<file path="config.mk">
export PLATFORM = sky130hd
export DESIGN_NAME = sobel_frame_ctrl
export DESIGN_NICKNAME = d
export VERILOG_FILES = /design/src/rtl/sobel_frame_ctrl.sv
export SDC_FILE = /design/constraint.sdc
export NUM_CORES = 1
export LEC_CHECK = 0
export ABC_AREA = 1
export ABC_CLOCK_PERIOD_IN_PS = 2800
export CORE_AREA = 2 2 116 118
export DETAILED_ROUTE_END_ITERATION = 16
export DIE_AREA = 0 0 118 120
export PLACE_DENSITY = 0.69
export SLEW_MARGIN = 30
export SYNTH_ARGS = -nofsm -noshare
export SYNTH_HDL_FRONTEND = slang
export SYNTH_SLANG_ARGS = --single-unit
export TNS_END_PERCENT = 100
</file>
<file path="constraint.sdc">
create_clock -name clk -period 2.8 [get_ports clk]
set_input_delay 0.28 -clock clk [delete_from_list [all_inputs] [get_ports clk]]
set_output_delay 0.28 -clock clk [all_outputs]
set_load 0.01 [all_outputs]
</file>
<file path="src/rtl/sobel_frame_ctrl.sv">
// Frame sequencer feeding one RGB frame through the Sobel pipeline and storing its results.
// Optional cycle_cnt_o statistics port enabled by defining SOBEL_FRAME_CTRL_STATS_EN.
module sobel_frame_ctrl #(
  parameter int IMG_WIDTH     = 8,
  parameter int IMG_HEIGHT    = 8,
  parameter int ADDR_W        = 16,
  parameter int DRAIN_TIMEOUT = 64
) (
  input  logic              clk,
  input  logic              rst,
  input  logic              start_i,
  output logic              busy_o,
  output logic              frame_done_o,
  output logic              timeout_o,
  output logic              rd_en_o,
  output logic [ADDR_W-1:0] rd_addr_o,
  input  logic [23:0]       rd_data_i,
  output logic [7:0]        data_red_o,
  output logic [7:0]        data_green_o,
  output logic [7:0]        data_blue_o,
  output logic              data_done_o,
  input  logic [7:0]        sobel_red_i,
  input  logic [7:0]        sobel_green_i,
  input  logic [7:0]        sobel_blue_i,
  input  logic              sobel_done_i,
  output logic              wr_en_o,
  output logic [ADDR_W-1:0] wr_addr_o,
  output logic [23:0]       wr_data_o
`ifdef SOBEL_FRAME_CTRL_STATS_EN
  ,
  output logic [31:0]       cycle_cnt_o
`endif
);

  localparam int N  = IMG_WIDTH * IMG_HEIGHT;
  localparam int DW = (DRAIN_TIMEOUT < 1) ? 1 : $clog2(DRAIN_TIMEOUT + 1);
  localparam logic [ADDR_W:0] N_CNT  = (ADDR_W + 1)'(N);
  localparam logic [ADDR_W:0] N_LAST = (ADDR_W + 1)'(N - 1);
  localparam logic [DW-1:0]   DT     = DW'(DRAIN_TIMEOUT);

  typedef enum logic [1:0] {IDLE, FETCH, DRAIN, DONE} state_t;

  state_t            state;
  logic [ADDR_W:0]   rd_cnt;
  logic [ADDR_W:0]   wr_cnt;
  logic [ADDR_W:0]   wr_cnt_nxt;
  logic [DW-1:0]     drain_cnt;
  logic [23:0]       data_hold;
  logic              wr_fire;

  always_comb begin
    wr_fire    = sobel_done_i && ((state == FETCH) || (state == DRAIN)) && (wr_cnt < N_CNT);
    wr_cnt_nxt = wr_fire ? wr_cnt + 1'b1 : wr_cnt;
  end

  assign wr_en_o   = wr_fire;
  assign wr_addr_o = wr_fire ? wr_cnt[ADDR_W-1:0] : '0;
  assign wr_data_o = wr_fire ? {sobel_red_i, sobel_green_i, sobel_blue_i} : '0;

  // RAM data arrives alongside data_done_o, so it is forwarded on the strobe
  // and captured into data_hold to keep the last pixel steady between strobes.
  assign {data_red_o, data_green_o, data_blue_o} = data_done_o ? rd_data_i : data_hold;

  always_ff @(posedge clk) begin
    if (rst) begin
      state        <= IDLE;
      rd_cnt       <= '0;
      wr_cnt       <= '0;
      drain_cnt    <= '0;
      data_hold    <= '0;
      busy_o       <= 1'b0;
      frame_done_o <= 1'b0;
      timeout_o    <= 1'b0;
      rd_en_o      <= 1'b0;
      rd_addr_o    <= '0;
      data_done_o  <= 1'b0;
    end else begin
      wr_cnt       <= wr_cnt_nxt;
      data_done_o  <= rd_en_o;
      frame_done_o <= 1'b0;
      if (data_done_o) data_hold <= rd_data_i;

      case (state)
        IDLE: begin
          if (start_i) begin
            state     <= FETCH;
            rd_cnt    <= '0;
            wr_cnt    <= '0;
            drain_cnt <= '0;
            timeout_o <= 1'b0;
            busy_o    <= 1'b1;
            rd_en_o   <= 1'b1;
            rd_addr_o <= '0;
          end
        end
        FETCH: begin
          if (rd_cnt == N_LAST) begin
            state     <= DRAIN;
            rd_en_o   <= 1'b0;
            drain_cnt <= '0;
          end else begin
            rd_cnt    <= rd_cnt + 1'b1;
            rd_addr_o <= rd_cnt[ADDR_W-1:0] + 1'b1;
          end
        end
        DRAIN: begin
          if (wr_cnt_nxt == N_CNT) begin
            state        <= DONE;
            busy_o       <= 1'b0;
            frame_done_o <= 1'b1;
          end else if (drain_cnt == DT) begin
            state        <= DONE;
            busy_o       <= 1'b0;
            frame_done_o <= 1'b1;
            timeout_o    <= 1'b1;
          end else begin
            drain_cnt <= sobel_done_i ? '0 : drain_cnt + 1'b1;
          end
        end
        DONE:    state <= IDLE;
        default: state <= IDLE;
      endcase
    end
  end

`ifdef SOBEL_FRAME_CTRL_STATS_EN
  // The accepting IDLE cycle counts as the first cycle of the frame.
  always_ff @(posedge clk) begin
    if (rst) begin
      cycle_cnt_o <= '0;
    end else if (state == IDLE) begin
      if (start_i) cycle_cnt_o <= 32'd1;
    end else if (cycle_cnt_o != '1) begin
      cycle_cnt_o <= cycle_cnt_o + 1'b1;
    end
  end
`endif

endmodule

</file>
After elaboration in Yosys (flattened, before gate mapping)
Cells that the tools add are included.

Register bits after elaboration: 88. Word-level logic and storage cells: 79. Input port bits: 52.

Add/sub/neg operators: 4. Order comparisons: 1. Multiplexer cells: 35. Reduce and logical (&&, ||, !) cells: 14. Bitwise gates (word level): 1. Equal/unequal tests: 13.

Operators by type and width (number): $mux W17 (5); $mux W16 (3); $mux W24 (2); $mux W7 (5); $add A17 B1 Y17 const B (2); $pmux W17 S2 (1); $pmux W16 S2 (1); $pmux W7 S3 (1); $eq A17 B6 Y1 const B (1); $eq A17 B7 Y1 const B (1); $lt A17 B7 Y1 const B (1); $add A16 B1 Y16 const B (1); $reduce_and A3 Y1 (4); $mux W1 (9); $mux W2 (4); $ne A2 B2 Y1 const B (4); $pmux W2 S4 (1); $add A7 B1 Y7 const B (1); $eq A7 B7 Y1 const B (1); $pmux W1 S2 (3); $reduce_and A5 Y1 (1); $eq A2 B2 Y1 const B (2); $ne A2 B1 Y1 const B (2); $reduce_and A4 Y1 (1); other kinds (9) (11).

Logic depth before layout (Yosys ltp)
Gate-level depths: netlist of the first run.

Depth after elaboration: 8. Gate-level depth with buffers: 16.

Worst setup path before layout of the first run
Ideal clock, no wire load.

Path kind: register -> register. From: register state[0]. To: register drain_cnt[5]. Cell stages (with the launch flop): 17. Required time: 2.688 ns. Setup slack: 0.175 ns. Arrival: 2.513 ns. Clock period less this slack: 2.625 ns. Cells stage by stage: dfxtp_1 > inv_1 > ha_1 > nand2_1 > nor2_8 > nand2_1 > clkbuf_1 > inv_1 > ha_1 > inv_1 > nand4_1 > nor2_4 > nand4_4 > nand2_2 > inv_4 > nor2_2 > nor2_1.

Word-level cells in the longest chain between the ends: 8. Elaborated cells between the ends (all ways): 15.

RTL lines: from (decl) (line 43) `state_t state;`; from (signal assigned) (line 66) `state <= IDLE;`; from (signal assigned) (line 86) `state <= FETCH;`; from (signal assigned) (line 98) `state <= DRAIN;`; $eq A2 B1 Y1 or $eq A2 B2 Y1 (tied branches) (line 52) `wr_fire = sobel_done_i && ((state == FETCH) || (state == DRAIN)) && (wr_cnt < N_CNT);`; $logic_or A1 B1 Y1 * (line 52); $logic_and A1 B1 Y1 * (2 in a row) (line 52); via wr_en_o (line 26) `output logic wr_en_o,`; $mux W17 * (line 53) `wr_cnt_nxt = wr_fire ? wr_cnt + 1'b1 : wr_cnt;`; $eq A17 B7 Y1 * (line 107) `if (wr_cnt_nxt == N_CNT) begin`; $ne A2 B2 Y1 (no line) *; $reduce_and A5 Y1 (no line) *; to (signal assigned) (line 117) `drain_cnt <= sobel_done_i ? '0 : drain_cnt + 1'b1;`; to (decl) (line 47) `logic [DW-1:0] drain_cnt;`.

The timed path passes the listed nets; every way through them passes the cells marked *. A chain may end at the register's enable or synchronous reset.

Worst setup path in the final report of the first run
From: register state[0]. To: output port wr_data_o[20].

Word-level cells in the longest chain between the ends: 5. Elaborated cells between the ends (all ways): 6.

RTL lines: $eq A2 B1 Y1 or $eq A2 B2 Y1 (tied branches) (line 52); $logic_or A1 B1 Y1 * (line 52); $logic_and A1 B1 Y1 * (2 in a row) (line 52); $mux W24 * (line 58) `assign wr_data_o = wr_fire ? {sobel_red_i, sobel_green_i, sobel_blue_i} : '0;`; to (decl) (line 28) `output logic [23:0] wr_data_o`.

Every way passes the cells marked *; elsewhere a longest branch is shown, timed or not.

==> results of run 1 <==
timing repair:
action / 4_1_cts / 5_1_grt
setup buffers: 0 / 3
resized for setup: 0 / 3
endpoints found under the setup margin: 0 / 29
flip-flops by register name, indices dropped and copies added, names as in the netlist, 2 cells and up:
register	cells
rd_cnt	2
wr_cnt	17
data_hold	24
state	2
drain_cnt	7
rd_addr_o	15
Yosys cell counts (all sizes together) (4+ instances only):
library cell,count
nand2,137
xor2,4
clkbuf,12
nand3,35
nor2,98
dfxtp,72
inv,79
nand4,9
ha,9
a21oi,43
nor3,7
buf,27
o21ai,8
nand3b,5
report_power, final:
part	internal, W	switching, W	total [W]	leakage, nW
Clock	0.000822	0.000414	0.00124	0.159
Sequential	0.00116	0.000108	0.00127	0.584
Combinational	0.000719	0.000849	0.00157	1.63
Total	0.00270	0.00137	0.00407	2.38
through the flow:
step | hold WS (ns) | worst slack [ns] | util [%] | instance area [um2] | power [W]
2_1_floorplan | 0.4083 | 0.1749 | - | 3814 | 0.002215
3_3_place_gp | 0.4149 | 0.3144 | 39.22 | 5091 | 0.002833
3_5_place_dp | 0.4176 | 0.2541 | 39.22 | 5091 | 0.002843
4_1_cts | 0.4257 | 0.02171 | 41.70 | 5413 | 0.004101
5_1_grt | 0.4511 | 0.02020 | 41.94 | 5444 | 0.004351
6_report | 0.4240 | 0.1426 | 41.94 | 5444 | 0.004070
metal layers:
layer	share of wire (%)	up-vias
met5	0	-
met4	1.4	0
met1	48	1580
li1	-	1915
met3	4.5	11
met2	46	69
final timing paths:
check	cells past startpoint	endpoint	startpoint	slack [ns]
max	8	wr_data_o[20]	state[0]	0.14
min reg2reg	2	wr_cnt[14]	wr_cnt[14]	0.42
max reg2reg	15	drain_cnt[2]	state[0]	0.37
min	2	wr_cnt[14]	wr_cnt[14]	0.42
cell type report:
type | count | area (um2)
tap | 176 | 220.2
sequential | 72 | 1441
multi-input combinational | 372 | 1822
clock inverter | 3 | 65.06
inverter | 81 | 306.5
fill | 1359 | 7536
clock buffer | 12 | 256.5
timing repair buffer | 134 | 1333
kinds of logic (layout without fill, tap and decap cells):
kind of cell / count (synthesis) / in the layout / share of synthesized area [%]
adders and majority gates: 9 / 9 / 2.979
buffers and inverters: 120 / 230 / 14.56
DFF: 72 / 72 / 38.13
xor gates and xnor gates: 6 / 6 / 1.390
other: 1 / 10 / 0.09921
and+or+nand+nor: 293 / 293 / 35.22
AOI/OAI and AO/OA: 54 / 54 / 7.613
tightest hold or removal path, delay by kind of cell (launching register included):
family,cells,cell delay (ns)
buffers and inverters,1,0.05
DFF,1,0.30
and+or+nand+nor,1,0.03
==> results by group, run 1 <==
Status
  • Run status: complete, no violations

Detailed routing
  • Total Routed Length: 9106 um
  • Routed via count: 3,575
  • DRC violation total after the first TritonRoute iteration: 113
  • Ratio of routed vias to standard cells: 4.206
  • Antenna violation net count after detailed routing: 0
  • Number of design rule violations left after detail routing: 0
  • Post-detailed-route wirelength per cell: 10.71 um
  • Number of optimization iterations in the first detailed-route pass: 5

Worst setup path
  • Largest fanout on the critical path: 30
  • Category of the critical setup timing path: flop to output port
  • Data required time of the critical path: 2.52 ns
  • Dominant cell type by count on the critical path: sky130_fd_sc_hd__nand2_1
  • Crit start category: flop
  • Ordered list of cells on the worst path: inv_1 -> ha_1 -> nand2_1 -> nor2_8 -> nand2_1 -> buf_6 -> nor2_1 -> clkdlybuf4s50_1
  • Setup crit end kind: output port
  • Crit path buf inv count: 3
  • Kind of cell adding the most delay to the critical path: buffers and inverters
  • Worst path max stage delay: 0.55 ns
  • Arrival time worst endpoint: 2.38 ns
  • Critical path's slowest cell: sky130_fd_sc_hd__clkdlybuf4s50_1

Die
  • Initial core utilization: 29.12%
  • Die outline area: 0.01416 mm2
  • Floorplan row count: 42
  • CORE AREA: 0.01298 mm2
  • Width of the chip: 118 um
  • Number of top-level pins: 138
  • Die Y: 120 um

Synthesis
  • Main synth FF type: sky130_fd_sc_hd__dfxtp_1
  • Leading cell types by total area after synthesis: sky130_fd_sc_hd__dfxtp_1 38%, sky130_fd_sc_hd__nand2_1 13%, sky130_fd_sc_hd__nor2_1 8.3%
  • Post-Syn Area per Cell: 6.811 um2
  • Post-synth EDFFs: 0
  • Fraction of post-synthesis cell area in the top cell type by area: 38.13%
  • Post-Syn Instances: 555
  • Library cells used by synthesis: 32
  • Flop and latch count out of synthesis: 72
  • Warning count from the yosys run: 0
  • Post-synth top area cell: sky130_fd_sc_hd__dfxtp_1
  • Cell area after technology mapping: 0.003780 mm2
  • Sequential-to-total area share from yosys stat: 38.13%
  • Async set or reset register ratio after synthesis: 0%

Cells and area
  • Nets: 731
  • Share of final-layout standard cells stronger than drive strength 1: 8.160%
  • Most frequent cells in the layout: 130 x sky130_fd_sc_hd__nand2_1, 125 x sky130_fd_sc_hd__clkdlybuf4s50_1, 84 x sky130_fd_sc_hd__nor2_1
  • Area added between synthesis and finish: 44.03%
  • Antenna Cells: 0
  • Layout Cells excl Fill: 850
  • Most common cell after layout, fill and taps aside: sky130_fd_sc_hd__nand2_1

Place
  • Number of port buffers: 127
  • RePlAce Congestion: 0.8156
  • Hpwl dp: 6785 um
  • Placed instance count: 832

STA
  • RSZ-0062 raised after global routing: no
  • Clk_skew: 0.006158 ns
  • Worst-case headroom to the max-slew limit: 47.33%
  • Final setup violation count: 0
  • Setup total negative slack: 0 ns
  • Final worst path period share: 94.91%
  • Count of pins over their slew limit: 0
  • Worst slew pin tran: 0.7892 ns
  • Period minus WS final: 2.657 ns
  • Final hold vios: 0
  • Max Fclk: 376.3 MHz

Clock network
  • Count of clock tree sinks: 72
  • H-tree depth: 3
  • Clock buffer depth: 2
  • Clock root cell: sky130_fd_sc_hd__clkbuf_16
  • Number of buffers added by the clock tree synthesis step: 9
  • CTS tree: done
  • Number of buffers inserted by hold repair at cts: 0
  • CTS clock-pin slew for the worst setup and hold paths: 0.06 ns
  • Clock latency on the worst-skew pair: 0.33 ns

Power
  • Pleak: 2.377 nW
  • Power per Cell Area: 747.6 mW/mm2
  • Peak supply drop: 0.0003030 V

Global routing
  • Largest net degree at the start of global routing: 31
  • Most Used Layer, Global Route: met2
  • Number of global-route vias before repair: 3,325
  • Antenna violations before repair: 0
  • Global Route met3 Usage: 3.992%
  • GR Layer Usage met2: 21.55%
  • Total routing resource utilization after global routing: 13.16%
  • First-pass GRT wire length: 15,390 um
  • Leftover overflow at the end of global routing: 0
  • Met1 global-route usage: 16.48%

Run
  • Max-cap viol count: 0

Worst hold path
  • HP Class: flop to flop
Note: power is estimated with default switching activity, not from simulation.
==> inputs of run 2 (changes only) <==
--- a/config.mk
+++ b/config.mk
@@ -7,6 +7,7 @@
 export LEC_CHECK = 0
 export ABC_AREA = 1
 export ABC_CLOCK_PERIOD_IN_PS = 2800
+export CAP_MARGIN = 20
 export CORE_AREA = 2 2 116 118
 export DETAILED_ROUTE_END_ITERATION = 16
 export DIE_AREA = 0 0 118 120
==> results of run 2 <==
Same layout as run 1: the final DEF is identical, and so are final timing and power.
